<file path="config.mk">
export PLATFORM = sky130hd
export DESIGN_NAME = iobuf_bus_ctrl
export DESIGN_NICKNAME = d
export VERILOG_FILES = /design/src/rtl/iobuf_bus_ctrl.sv
export SDC_FILE = /design/constraint.sdc
export NUM_CORES = 1
export LEC_CHECK = 0
export CAP_MARGIN = 25
export CORE_UTILIZATION = 42
export CTS_CLUSTER_DIAMETER = 100
export DETAILED_ROUTE_END_ITERATION = 6
export GPL_ROUTABILITY_DRIVEN = 0
export PLACE_DENSITY = 0.77
export SYNTH_ARGS = -nofsm -noshare
export SYNTH_HDL_FRONTEND = slang
export SYNTH_SLANG_ARGS = --single-unit
export TNS_END_PERCENT = 1
</file>
<file path="constraint.sdc">
create_clock -name clk -period 1.9 [get_ports clk]
set_input_delay 0.285 -clock clk [delete_from_list [all_inputs] [get_ports clk]]
set_output_delay 0.285 -clock clk [all_outputs]
set_load 0.01 [all_outputs]
</file>
<file path="src/rtl/iobuf_bus_ctrl.sv">
// Sequences a shared tri-state data bus for one write and one read requester,
// generating active-low strobes and a high-Z turnaround gap after every transfer.
module iobuf_bus_ctrl #(
  parameter int DATA_WIDTH  = 8,
  parameter int WR_HOLD     = 2,
  parameter int RD_WAIT     = 2,
  parameter int TURN_CYCLES = 1
) (
  input  logic                  clk,
  input  logic                  reset,
  input  logic                  wr_req,
  input  logic [DATA_WIDTH-1:0] wr_data,
  output logic                  wr_ack,
  input  logic                  rd_req,
  output logic [DATA_WIDTH-1:0] rd_data,
  output logic                  rd_ack,
  output logic                  busy,
  output logic                  pad_t,
  output logic [DATA_WIDTH-1:0] pad_o,
  input  logic [DATA_WIDTH-1:0] pad_i,
  output logic                  pad_we_n,
  output logic                  pad_oe_n
);

  localparam logic [2:0] IDLE       = 3'd0;
  localparam logic [2:0] WR_SETUP   = 3'd1;
  localparam logic [2:0] WR_STROBE  = 3'd2;
  localparam logic [2:0] WR_RELEASE = 3'd3;
  localparam logic [2:0] RD_STROBE  = 3'd4;
  localparam logic [2:0] TURN       = 3'd5;

  localparam int MAX_WR = (WR_HOLD > RD_WAIT) ? WR_HOLD : RD_WAIT;
  localparam int MAX_P  = (MAX_WR > TURN_CYCLES) ? MAX_WR : TURN_CYCLES;
  localparam int CW     = $clog2(MAX_P + 1);

  logic [2:0]    state;
  logic [2:0]    state_nxt;
  logic [CW-1:0] cnt;
  logic          last_rd;
  logic          grant_wr;
  logic          grant_rd;

  // Valid/ready style: a request level is only looked at in IDLE; the
  // matching one-cycle ack in the first TURN cycle completes the handshake.
  always_comb begin
    state_nxt = state;
    grant_wr  = 1'b0;
    grant_rd  = 1'b0;
    case (state)
      IDLE: begin
        if (wr_req && (!rd_req || last_rd)) begin
          state_nxt = WR_SETUP;
          grant_wr  = 1'b1;
        end else if (rd_req) begin
          state_nxt = RD_STROBE;
          grant_rd  = 1'b1;
        end
      end
      WR_SETUP:   state_nxt = WR_STROBE;
      WR_STROBE:  if (cnt == CW'(WR_HOLD - 1)) state_nxt = WR_RELEASE;
      WR_RELEASE: state_nxt = TURN;
      RD_STROBE:  if (cnt == CW'(RD_WAIT - 1)) state_nxt = TURN;
      TURN:       if (cnt == CW'(TURN_CYCLES - 1)) state_nxt = IDLE;
      default:    state_nxt = IDLE;
    endcase
  end

  // Pad controls are decoded from the next state so they are registered
  // yet line up exactly with the state they belong to.
  always_ff @(posedge clk) begin
    if (reset) begin
      state    <= IDLE;
      cnt      <= '0;
      last_rd  <= 1'b1;
      pad_t    <= 1'b1;
      pad_o    <= '0;
      pad_we_n <= 1'b1;
      pad_oe_n <= 1'b1;
      wr_ack   <= 1'b0;
      rd_ack   <= 1'b0;
      rd_data  <= '0;
      busy     <= 1'b0;
    end else begin
      state    <= state_nxt;
      cnt      <= (state_nxt != state) ? '0 : cnt + CW'(1);
      if (grant_wr) begin
        last_rd <= 1'b0;
        pad_o   <= wr_data;
      end
      if (grant_rd) last_rd <= 1'b1;
      pad_t    <= !(state_nxt == WR_SETUP || state_nxt == WR_STROBE ||
                    state_nxt == WR_RELEASE);
      pad_we_n <= (state_nxt != WR_STROBE);
      pad_oe_n <= (state_nxt != RD_STROBE);
      busy     <= (state_nxt != IDLE);
      wr_ack   <= (state == WR_RELEASE);
      rd_ack   <= (state == RD_STROBE) && (state_nxt == TURN);
      if ((state == RD_STROBE) && (state_nxt == TURN)) rd_data <= pad_i;
    end
  end

endmodule

</file>
==> results of run 1 <==
==> path summary, 6_finish.rpt <==
| check | slack (ns) | to | depth (start not counted) | start |
|---|---|---|---|---|
| min reg2reg | 0.46 | pad_o[6] | 2 | pad_o[6] |
| max | 0.22 | cnt[0] | 5 | state[2] |
| min | 0.46 | pad_o[6] | 2 | pad_o[6] |
| max reg2reg | 0.22 | cnt[0] | 5 | state[2] |
==> flip-flops by register name, indices dropped and copies added, names as in the netlist <==
name	cells
pad_t	1
pad_oe_n	1
rd_ack	1
wr_ack	1
pad_we_n	1
busy	1
rd_data	8
pad_o	8
cnt	2
state	3
last_rd	1
==> layout make-up <==
| class | instances | area (um^2) |
|---|---|---|
| Sequential cell | 28 | 561 |
| Clock inverter | 1 | 30.0 |
| Fill cell | 221 | 861 |
| Tap cell | 30 | 37.5 |
| Multi-Input combinational cell | 91 | 499 |
| Inverter | 3 | 11.3 |
| Timing Repair Buffer | 47 | 455 |
| Clock buffer | 3 | 22.5 |
==> through the flow <==
stage,worst slack [ns],power (mW),hold slack (ns)
after floorplan,0.288,1.12,0.361
after global placement,0.0260,1.35,0.439
after detailed placement,-0.00146,1.37,0.447
after CTS,0.209,1.76,0.466
after global routing,0.0464,1.84,0.479
final,0.224,1.74,0.464
==> worst reg2reg max path, delay by kind of cell (launching register included) <==
kind            cells  cell delay [ns]
buf+inv             1             0.18
flops               1             0.35
simple gates        2             0.82
compound gates      2             0.23
==> power breakdown <==
| group | internal [mW] | switching (mW) | total (mW) |
|---|---|---|---|
| registers | 0.684 | 0.0549 | 0.739 |
| logic | 0.321 | 0.300 | 0.621 |
| clock network | 0.213 | 0.166 | 0.379 |
==> routing by layer <==
layer	part of all wire [%]	routed length [um]
met5	0	0
met2	48	1170
met1	45	1090
met4	1.8	43
met3	5.5	133
==> cell families (layout without fill, tap and decap cells) <==
group	Yosys count	in the layout	synth area share, %
compound gates	32	32	16.7
xor+xnor	1	1	0.789
fa+ha+maj	2	2	2.25
buf+inv	11	54	4.51
flops	28	28	50.5
simple gates	56	56	25.3
==> cells in the mapped netlist (2+ instances only) <==
cell	count	share of area (%)
clkbuf_1	6	2.0
nor2_1	2	0.68
dfxtp_1	28	51
inv_1	3	1.0
o21bai_1	2	1.4
nor2b_1	2	1.1
nand2b_1	4	2.3
nor3_1	2	0.90
nand2_1	36	12
ha_1	2	2.3
and3b_1	2	1.6
a21oi_1	23	10
==> results.yml, run 1 <==
run_status:
  outcome: "completed"
global_route:
  grt.busiest_layer: "met2"
  met1_usage_pct: 21.6
  grt_usage_pct: 18.0
  grt_max_degree: 23
  grt_pass1_vias: 875
  grt_pass1_wl_um: 3680
  antenna_found_initial: 0
  grtUsageMet3_pct: 2.59
  grt_overflow_total: 0
  groute.layer.met2.usage_pct: 31.3
routing:
  ant_nets: 0
  drt-pass1-iter-count: 4
  avgRoutedWirePerCell_um: 12.0
  vias: 1017
  wl_um: 2430
  viasPerCell: 5.01
  drcViolationCount: 0
  drt_iter0_drc: 15
critical_path:
  cp_max_fo: 15
  cp.buffers_inverters: 1
  worst_ep_arrival_time_ns: 1.90
  cpPeakStageDelay_ns: 0.54
  cpMaxStageDelayCell: "or4_1"
  path_class: "register to register"
  timing.critical_path.from_type: "register"
  crit_family: "simple AND/OR/NAND/NOR gates"
  cp_common_cell: "a21oi_1"
  cp-end-kind: "register"
  cp.required_ns: 2.13
  crit_chain: "buf_4 -> or4_1 -> a21oi_1 -> a21oi_1 -> nor4b_1"
finish:
  layout_commonest_cell: "clkdlybuf4s50_1"
  final_area_um2: 1620
  n_antenna_cell: 0
  drive_gt1_share_pct: 7.51
  stdcell_count: 203
  final_cell_mix: "clkdlybuf4s50_1 (41), nand2_1 (36), dfxtp_1 (28)"
  fin_util_pct: 65.3
  nets: 196
  syn2layout_area_growth_pct: 45.7
sta:
  final.setup.tns_ns: 0
  worst_pin_slew_ns: 0.358
  min_period_ns: 1.68
  rsz0062_at_grt: "false"
  maxSlewViolCount: 0
  relSlewSlack_pct: 76.0
  hold_violations: 0
  fmax_mhz: 597
  setup_viol: 0
  final.period_utilization_pct: 88.2
  fin_skew_ns: 0.00606
placement:
  port_buffers: 41
  hpwlAfterDp_um: 1830
  post-place-cells: 199
  placed_area_um2: 1560
cts:
  cts_sinks: 28
  clockBufferDepth: 2
  htree_levels: 1
  cts.root.buffer_cell: "clkbuf_4"
  cts.reportedPaths.clkPinSlew_ns: 0.14
  cts_resized: 0
  cts_tree: "built"
  cts-hold-fix-buffers: 0
  cts_setup_buffers: 0
  cts_made_buffers: 3
  clock_latency_ns: 0.32
power_and_ir_drop:
  p_per_area_nw_per_um2: 1080
  leakagePower_nw: 0.616
  vdd_drop_max_mv: 0.775
floorplanning:
  core_um2: 2480
  rows: 18
  dieWidth_um: 53.4
  io_pins: 42
  start_util_pct: 44.8
  die-area_um2: 2850
  die_y_um: 53.4
job:
  cap_violations: 0
synthesis:
  synthCells: 130
  yosysSeqAreaShare_pct: 50.5
  syn_nets: 152
  synth-seq-cells: 28
  netlist-cell-type-count: 30
  yosysWarnings: 0
  synth_enable_flop_cells: 0
  avgSynthCellArea_um2: 8.54
  syn_area_um2: 1110
  async_reset_ff_share_pct: 0
  synth-main-ff-cell: "dfxtp_1"
hold_path:
  hold_class: "register to register"
No activity file was read; power rests on OpenSTA's default activity.
==> run 2, diff against run 1 <==
CORE_MARGIN = 2   (was unset)
CTS_CLUSTER_DIAMETER = 200   (was 100)
PLACE_DENSITY = 0.87   (was 0.77)
==> results.yml, run 2 (same netlist as run 1, synthesis figures left out) <==
critical_path:
  cp_max_fo: 14
  worst_ep_arrival_time_ns: 1.94
  path_class: "register to register"
  cp-end-kind: "register"
  timing.critical_path.from_type: "register"
  cp.required_ns: 2.12
cts:
  cts_setup_buffers: 0
  clockBufferDepth: 2
  cts_tree: "built"
  cts.reportedPaths.clkPinSlew_ns: 0.14
  cts_made_buffers: 3
  cts_sinks: 28
  cts-hold-fix-buffers: 0
  clock_latency_ns: 0.32
  cts.root.buffer_cell: "clkbuf_4"
  htree_levels: 1
  cts_resized: 0
finish:
  final_cell_mix: "clkdlybuf4s50_1 (41), nand2_1 (36), dfxtp_1 (28)"
  regArea_um2: 561
  top_regs: "pad_o (8), rd_data (8), state (3)"
  multi_input_area_um2: 499
  fillers: 211
  layout_commonest_cell: "clkdlybuf4s50_1"
  drive_gt1_share_pct: 6.98
  nets: 196
  final_area_um2: 1590
  n_antenna_cell: 0
  syn2layout_area_growth_pct: 43.0
routing:
  drcViolationCount: 0
  drt_iter0_drc: 25
  wl_um: 2650
  viasPerCell: 5.14
  vias: 1038
  drt-pass1-iter-count: 4
  avgRoutedWirePerCell_um: 13.1
  ant_nets: 0
sta:
  relSlewSlack_pct: 76.4
  setup_viol: 0
  min_period_ns: 1.72
  final.period_utilization_pct: 90.4
  maxSlewViolCount: 0
  worst_pin_slew_ns: 0.353
  rsz0062_at_grt: "false"
  hold_violations: 0
  fin_skew_ns: 0.00794
  fmax_mhz: 582
floorplanning:
  rows: 18
  die_y_um: 55.4
  dieWidth_um: 55.4
  start_util_pct: 44.4
  core_um2: 2500
  io_pins: 42
  die-area_um2: 3070
global_route:
  antenna_found_initial: 0
  grt_usage_pct: 17.7
  grt_overflow_total: 0
  grt_max_degree: 23
  grt_pass1_wl_um: 4420
  grt_pass1_vias: 1049
placement:
  hpwlAfterDp_um: 2010
  port_buffers: 41
  placed_area_um2: 1560
job:
  cap_violations: 0
power_and_ir_drop:
  vdd_drop_max_mv: 0.786
  leakagePower_nw: 0.602
  p_per_area_nw_per_um2: 1010
  p_total_mw: 1.61
run_status:
  outcome: "completed"
hold_path:
  hold_class: "register to register"
run 2: changes by cell type in the layout (fill, tap and decap cells not counted):
cell,before,now
bufinv_16,1,0
run 2: routing by layer:
metal  vias up  routed length (um)  global-route usage, %  share of wire (%)
met2        24                1420                   34.0                 54
li1        518                   -                      -                  -
met3         4                 103                   4.22                3.9
met5         -                   0                      0                  0
met1       492                1100                   18.4                 42
met4         0                  21                   5.92               0.79
run 2: final timing paths:
| check | startpoint | end | slack (ns) | depth (start not counted) |
|---|---|---|---|---|
| worst max-delay path | state[0] | pad_oe_n | 0.18 | 6 |
| worst min-delay path | cnt[0] | cnt[0] | 0.47 | 1 |
| worst max register to register | state[0] | pad_oe_n | 0.18 | 6 |
| worst min register to register | cnt[0] | cnt[0] | 0.47 | 1 |
run 2: metrics by stage:
step / setup TNS, ns / worst slack [ns] / util, % / instances / hold WS, ns
final: 0 / 0.182 / 63.5 / 202 / 0.469
after CTS: 0 / 0.173 / 63.5 / 202 / 0.469
after detailed placement: -0.148 / -0.102 / 62.6 / 199 / 0.450
after global placement: 0 / 0.0236 / 62.6 / 199 / 0.440
after global routing: 0 / 0.110 / 63.5 / 202 / 0.492
after floorplan: 0 / 0.288 / - / 130 / 0.361
run 2: power breakdown:
group	total (mW)	internal (mW)	leakage [nW]	switching, mW
registers	0.745	0.684	0.229	0.0609
clock network	0.233	0.0744	0.0138	0.158
logic	0.629	0.321	0.360	0.308
total	1.61	1.08	0.602	0.527
run 2: cell type report:
| class | instances | area share (%) |
|---|---|---|
| clock buffer | 3 | 1.42 |
| multi-input combinational | 91 | 31.5 |
| sequential | 28 | 35.3 |
| timing repair buffer | 47 | 28.7 |
| tap | 30 | 2.37 |
| inverter | 3 | 0.710 |
run 2: critical path, cell delays in order (launching register included):
cell      delay [ns]
dfxtp_1         0.34
buf_4           0.18
or4b_1          0.51
a21oi_1         0.23
o21bai_1        0.17
inv_1           0.12
nand2_1         0.06
